File: src/rtl/otter_id_ex_stage.sv
// OTTER ID/EX pipeline register: hazard stall, bubble/flush injection and operand forwarding.
// Build option: define OTTER_FWD_EN for MEM/WB forwarding with load-use-only stalls.
module otter_id_ex_stage #(
   parameter int CNT_W = 32
) (
   input  logic             CLK,
   input  logic             RST_N,
   input  logic             id_valid,
   input  logic [31:0]      id_pc,
   input  logic [6:0]       id_opcode,
   input  logic [2:0]       id_funct3,
   input  logic [4:0]       id_rs1,
   input  logic [4:0]       id_rs2,
   input  logic [4:0]       id_rd,
   input  logic [31:0]      id_rs1_data,
   input  logic [31:0]      id_rs2_data,
   input  logic [31:0]      id_imm,
   input  logic [15:0]      id_ctrl,
   input  logic             ex_flush,
   input  logic             mem_valid,
   input  logic             mem_regWrite,
   input  logic [4:0]       mem_rd,
   input  logic [31:0]      mem_result,
   input  logic             wb_valid,
   input  logic             wb_regWrite,
   input  logic [4:0]       wb_rd,
   input  logic [31:0]      wb_data,
   output logic             stall,
   output logic             ex_valid,
   output logic [31:0]      ex_pc,
   output logic [31:0]      ex_imm,
   output logic [2:0]       ex_funct3,
   output logic [4:0]       ex_rd,
   output logic [15:0]      ex_ctrl,
   output logic [31:0]      ex_rs1_val,
   output logic [31:0]      ex_rs2_val,
   output logic [CNT_W-1:0] stall_count
);

   localparam logic [6:0] OPC_LUI    = 7'b0110111;
   localparam logic [6:0] OPC_AUIPC  = 7'b0010111;
   localparam logic [6:0] OPC_JAL    = 7'b1101111;
   localparam logic [6:0] OPC_OP     = 7'b0110011;
   localparam logic [6:0] OPC_STORE  = 7'b0100011;
   localparam logic [6:0] OPC_BRANCH = 7'b1100011;
   localparam int         CTRL_REGWRITE = 4;
   localparam int         CTRL_MEMREAD  = 2;

   logic             rs1_used, rs2_used, ex_hit, hazard;
   logic             ex_valid_q, ex_valid_d;
   logic [31:0]      ex_pc_q, ex_pc_d, ex_imm_q, ex_imm_d;
   logic [2:0]       ex_funct3_q, ex_funct3_d;
   logic [4:0]       ex_rd_q, ex_rd_d;
   logic [15:0]      ex_ctrl_q, ex_ctrl_d;
   logic [31:0]      ex_rs1_data_q, ex_rs1_data_d, ex_rs2_data_q, ex_rs2_data_d;
   logic [CNT_W-1:0] stall_count_q, stall_count_d;

   function automatic logic src_hit(input logic [4:0] rd, input logic [4:0] rs1, input logic [4:0] rs2,
                                    input logic use1, input logic use2);
      return (rd != 5'd0) && ((use1 && rs1 == rd) || (use2 && rs2 == rd));
   endfunction

   always_comb begin
      rs1_used = (id_opcode != OPC_LUI) && (id_opcode != OPC_AUIPC) && (id_opcode != OPC_JAL);
      rs2_used = (id_opcode == OPC_OP) || (id_opcode == OPC_STORE) || (id_opcode == OPC_BRANCH);
   end

   assign ex_hit = src_hit(ex_rd_q, id_rs1, id_rs2, rs1_used, rs2_used);

`ifdef OTTER_FWD_EN
   logic [4:0] ex_rs1_q, ex_rs1_d, ex_rs2_q, ex_rs2_d;

   // Only a load still in EX cannot be forwarded in time.
   assign hazard = id_valid && ex_valid_q && ex_ctrl_q[CTRL_MEMREAD] && ex_hit;

   function automatic logic [31:0] fwd_sel(input logic [4:0] rs, input logic [31:0] raw,
                                           input logic mv, input logic mw, input logic [4:0] mrd,
                                           input logic [31:0] mres, input logic wv, input logic ww,
                                           input logic [4:0] wrd, input logic [31:0] wres);
      if (mv && mw && mrd != 5'd0 && mrd == rs) return mres;
      if (wv && ww && wrd != 5'd0 && wrd == rs) return wres;
      return raw;
   endfunction

   assign ex_rs1_val = fwd_sel(ex_rs1_q, ex_rs1_data_q, mem_valid, mem_regWrite, mem_rd, mem_result,
                               wb_valid, wb_regWrite, wb_rd, wb_data);
   assign ex_rs2_val = fwd_sel(ex_rs2_q, ex_rs2_data_q, mem_valid, mem_regWrite, mem_rd, mem_result,
                               wb_valid, wb_regWrite, wb_rd, wb_data);
`else
   logic mem_hit, wb_hit, unused_results;

   assign mem_hit = src_hit(mem_rd, id_rs1, id_rs2, rs1_used, rs2_used);
   assign wb_hit  = src_hit(wb_rd, id_rs1, id_rs2, rs1_used, rs2_used);
   // Without forwarding any pending writer of a source holds decode until it retires.
   assign hazard  = id_valid && ((ex_valid_q && ex_ctrl_q[CTRL_REGWRITE] && ex_hit) ||
                                 (mem_valid && mem_regWrite && mem_hit) ||
                                 (wb_valid && wb_regWrite && wb_hit));
   assign ex_rs1_val     = ex_rs1_data_q;
   assign ex_rs2_val     = ex_rs2_data_q;
   assign unused_results = ^{mem_result, wb_data};
`endif

   assign stall = hazard && !ex_flush;

   always_comb begin
      ex_valid_d    = id_valid;
      ex_pc_d       = id_pc;
      ex_imm_d      = id_imm;
      ex_funct3_d   = id_funct3;
      ex_rd_d       = id_rd;
      ex_ctrl_d     = id_ctrl;
      ex_rs1_data_d = id_rs1_data;
      ex_rs2_data_d = id_rs2_data;
`ifdef OTTER_FWD_EN
      ex_rs1_d      = id_rs1;
      ex_rs2_d      = id_rs2;
`endif
      stall_count_d = stall_count_q;
      if (ex_flush || hazard) begin
         ex_valid_d = 1'b0;
         ex_ctrl_d  = 16'd0;
      end
      if (stall && stall_count_q != {CNT_W{1'b1}}) stall_count_d = stall_count_q + CNT_W'(1);
   end

   always_ff @(posedge CLK or negedge RST_N) begin
      if (!RST_N) begin
         ex_valid_q    <= 1'b0;
         ex_pc_q       <= '0;
         ex_imm_q      <= '0;
         ex_funct3_q   <= '0;
         ex_rd_q       <= '0;
         ex_ctrl_q     <= '0;
         ex_rs1_data_q <= '0;
         ex_rs2_data_q <= '0;
`ifdef OTTER_FWD_EN
         ex_rs1_q      <= '0;
         ex_rs2_q      <= '0;
`endif
         stall_count_q <= '0;
      end else begin
         ex_valid_q    <= ex_valid_d;
         ex_pc_q       <= ex_pc_d;
         ex_imm_q      <= ex_imm_d;
         ex_funct3_q   <= ex_funct3_d;
         ex_rd_q       <= ex_rd_d;
         ex_ctrl_q     <= ex_ctrl_d;
         ex_rs1_data_q <= ex_rs1_data_d;
         ex_rs2_data_q <= ex_rs2_data_d;
`ifdef OTTER_FWD_EN
         ex_rs1_q      <= ex_rs1_d;
         ex_rs2_q      <= ex_rs2_d;
`endif
         stall_count_q <= stall_count_d;
      end
   end

   assign ex_valid    = ex_valid_q;
   assign ex_pc       = ex_pc_q;
   assign ex_imm      = ex_imm_q;
   assign ex_funct3   = ex_funct3_q;
   assign ex_rd       = ex_rd_q;
   assign ex_ctrl     = ex_ctrl_q;
   assign stall_count = stall_count_q;

endmodule

File: config.mk
export PLATFORM = sky130hd
export DESIGN_NAME = otter_id_ex_stage
export DESIGN_NICKNAME = d
export VERILOG_FILES = /design/src/rtl/otter_id_ex_stage.sv
export SDC_FILE = /design/constraint.sdc
export NUM_CORES = 1
export LEC_CHECK = 0
export BUFFER_PORTS_ARGS = -buffer_cell sky130_fd_sc_hd__buf_4
export CAP_MARGIN = 20
export CORE_AREA = 2 2 168 170
export CTS_CLUSTER_SIZE = 25
export DETAILED_ROUTE_END_ITERATION = 12
export DIE_AREA = 0 0 170 172
export PLACE_DENSITY = 0.48
export SYNTH_ARGS = -nofsm -noshare
export SYNTH_HDL_FRONTEND = slang
export SYNTH_SLANG_ARGS = --single-unit
File: constraint.sdc
create_clock -name CLK -period 3.3 [get_ports CLK]
set_input_delay 0.165 -clock CLK [delete_from_list [all_inputs] [get_ports CLK]]
set_output_delay 0.165 -clock CLK [all_outputs]
set_load 0.01 [all_outputs]
==> impl_metrics.tcl <==
set metrics [dict create \
    status "completed" \
    dpl.hpwl_um 15500 \
    fin_tns_setup_ns 0 \
    drive_above_1_share_pct 43.2 \
    yosys_warnings 0 \
    hold_violations 0 \
    cts.sinks 185 \
    start_kind "register" \
    ys.flop_type "dfrtp_1" \
    nets 1205 \
    synth_edf_count 0 \
    gp_congestion 0.805 \
    ys_seq_area_share_pct 74.8 \
    die_h_um 172 \
    grt_max_degree 81 \
    drc_errors 0 \
    tightest_slew_ns 0.714 \
    crit_chain "or3_1, o311a_1, a211o_1, and2_1, buf_4" \
    clkPwrFrac_pct 41.0 \
    synth_fp_nets 665 \
    overflow 0 \
    multi_input_area_um2 1490 \
    yosysMostFrequentCell "dfrtp_1" \
    nFillCells 2605 \
    cts_hold_buf 153 \
    cts.path.max_buffers 2 \
    drt-pass1-iter-count 4 \
    setup_viol 0 \
    core-area_um2 27500 \
    cts.clk_slew.worst_paths_ns 0.07 \
    root_buffer "clkbuf_16" \
    path_class "reg -> out" \
    min_period_ns 2.61 \
    register_area_um2 4630 \
    synthTopCellsByCount "dfrtp_1 (185), xnor2_1 (41), nand3_1 (32), and2_1 (19), nor3_1 (19)" \
    min_period_over_period_pct 79.0 \
    seqPwrFrac_pct 45.9 \
    switchingPower_mw 1.27 \
    arrival_ns 2.44 \
    post_cts_buffers 0 \
    p_comb_share_pct 13.1 \
    start_util_pct 22.5 \
    ir_drop_mv 0.257 \
    postSynthCellCount 413 \
    yosysTopAreaCell "dfrtp_1" \
    drv_cap 0 \
    synth.area.top_cells "dfrtp_1 (75%), xnor2_1 (5.8%), nand3_1 (2.6%)" \
    hp-class "in -> reg" \
    final.setup_skew_ns 0.00621 \
    netlist_area_um2 6190 \
    max_stage_delay_ns 0.51 \
    drt_iter0_drc 246 \
    cp-end-kind "primary output" \
    async_flop_share_pct 100 \
    clk-insertion-delay-late_ns 0.43 \
    htree_levels 4 \
    grt_pass1_wl_um 33200 \
    worst-endpoint-required_ns 3.13 \
    area_delta_synth_final_pct 86.8 \
    track_usage_pct 15.0 \
    slew_headroom_pct 52.4 \
    die_area_um2 29200 \
    numPortBuffers 372 \
    wirelength_um 21500 \
    syn_avg_cell_area_um2 15.0 \
    swShare_pct 24.2 \
    num_vias 5320 \
    slew_violations 0 \
    cts_buffers 17 \
    viasPerCell 4.06 \
    synth_seq_cells 185 \
    die_w_um 170 \
    core.rowCount 61 \
    slowest_stage "a211o_1" \
    ant_nets 0 \
    rsz0062_at_grt "false" \
    ys_types 41 \
    post_drt_wl_per_cell_um 16.4 \
    power.density_nw_per_um2 453 \
    cts_tree "built" \
    antenna_found_initial 0 \
    p_leak_nw 5.48 \
    synth_top_area_share_pct 74.8 \
    n_antenna_cell 0 \
    max_clock_freq_ghz 0.384 \
    ios 437 \
    cp_max_fo 12 \
    grt_pass1_vias 5930 \
    post_cts_resized 0 \
    internal-power_mw 3.97 \
    holdWs_ns 0.113 \
]
-- stage by stage --
step / utilization [%] / setup slack [ns] / instance area (um^2) / total power, mW / cells
final: 42.1 / 0.693 / 11600 / 5.24 / 1311
after global routing: 42.1 / 0.517 / 11600 / 5.47 / 1311
after CTS: 42.1 / 0.650 / 11600 / 5.31 / 1311
after detailed placement: 34.3 / 0.726 / 9420 / 2.99 / 1127
after global placement: 34.3 / 0.735 / 9420 / 2.99 / 1127
after floorplan: - / 1.03 / 6190 / 2.56 / 413
-- kinds of logic (layout without fill, tap and decap cells) --
kind of cell	after synthesis	count (layout)	synth area share, %
buf+inv	13	565	1.19
compound gates	17	17	2.59
simple gates	135	135	12.3
fa+ha+maj	1	1	0.202
mux	5	5	0.849
xor+xnor	57	57	8.06
flops	185	185	74.8
-- state kept, by name, indices dropped and copies added (netlist names), 3 cells and up --
name and count:
ex_rd 5, ex_ctrl 16, stall_count 32, ex_pc 32, ex_imm 32, ex_rs2_val 32, ex_rs1_val 32, ex_funct3 3
-- worst max-delay path: cells and delay by family (launching register included) --
family	cells	cell delay (ns)
flops	1	0.43
simple gates	2	0.63
compound gates	2	0.81
buf+inv	1	0.14
-- routing by layer --
metal | wire (um) | GRT usage [%]
met1 | 8340 | 17.2
met2 | 10800 | 25.7
met3 | 1970 | 5.88
met4 | 358 | 5.24
met5 | 0 | 0
-- worst paths after layout --
check / slack (ns) / end / from / cells past startpoint
max: 0.69 / stall / ex_rd[0] / 5
min reg2reg: 0.50 / stall_count[8] / stall_count[8] / 1
min: 0.11 / ex_ctrl[10] / ex_flush / 3
min in group asynchronous: 0.32 / ex_rs1_val[18] / RST_N / 2
max in group asynchronous: 2.04 / stall_count[19] / RST_N / 3
max reg2reg: 0.78 / stall_count[14] / stall_count[0] / 8
-- power groups by stage --
stage | clock network, mW | logic, mW | registers, mW
2_1_floorplan | 0 | 0.0638 | 2.50
3_3_place_gp | 0 | 0.545 | 2.45
3_5_place_dp | 0 | 0.545 | 2.45
4_1_cts | 2.21 | 0.699 | 2.40
5_1_grt | 2.31 | 0.744 | 2.41
6_report | 2.15 | 0.688 | 2.40
-- layout by cell type (no fill, tap or decap), types with 4 or more instances in the layout --
master         count
buf_4            377
dfrtp_1          185
dlygate4sd3_1    153
xnor2_1           41
nand3_1           32
and2_1            19
nor3_1            19
clkbuf_16         17
xor2_1            16
nand2_1           13
and3_1            13
nand4_1           11
nand2b_1           5
nor2_1             5
or4_1              4
o2111ai_1          4
-- layout make-up --
class | count | area share (%)
well taps | 346 | 3.74
flip-flops and latches | 185 | 40.0
clock buffers | 19 | 3.92
multi-input cells | 215 | 12.9
repair buffers | 532 | 38.0
inverters | 2 | 0.0649
clock inverters | 12 | 1.38
(Power assumes the default switching activity.)
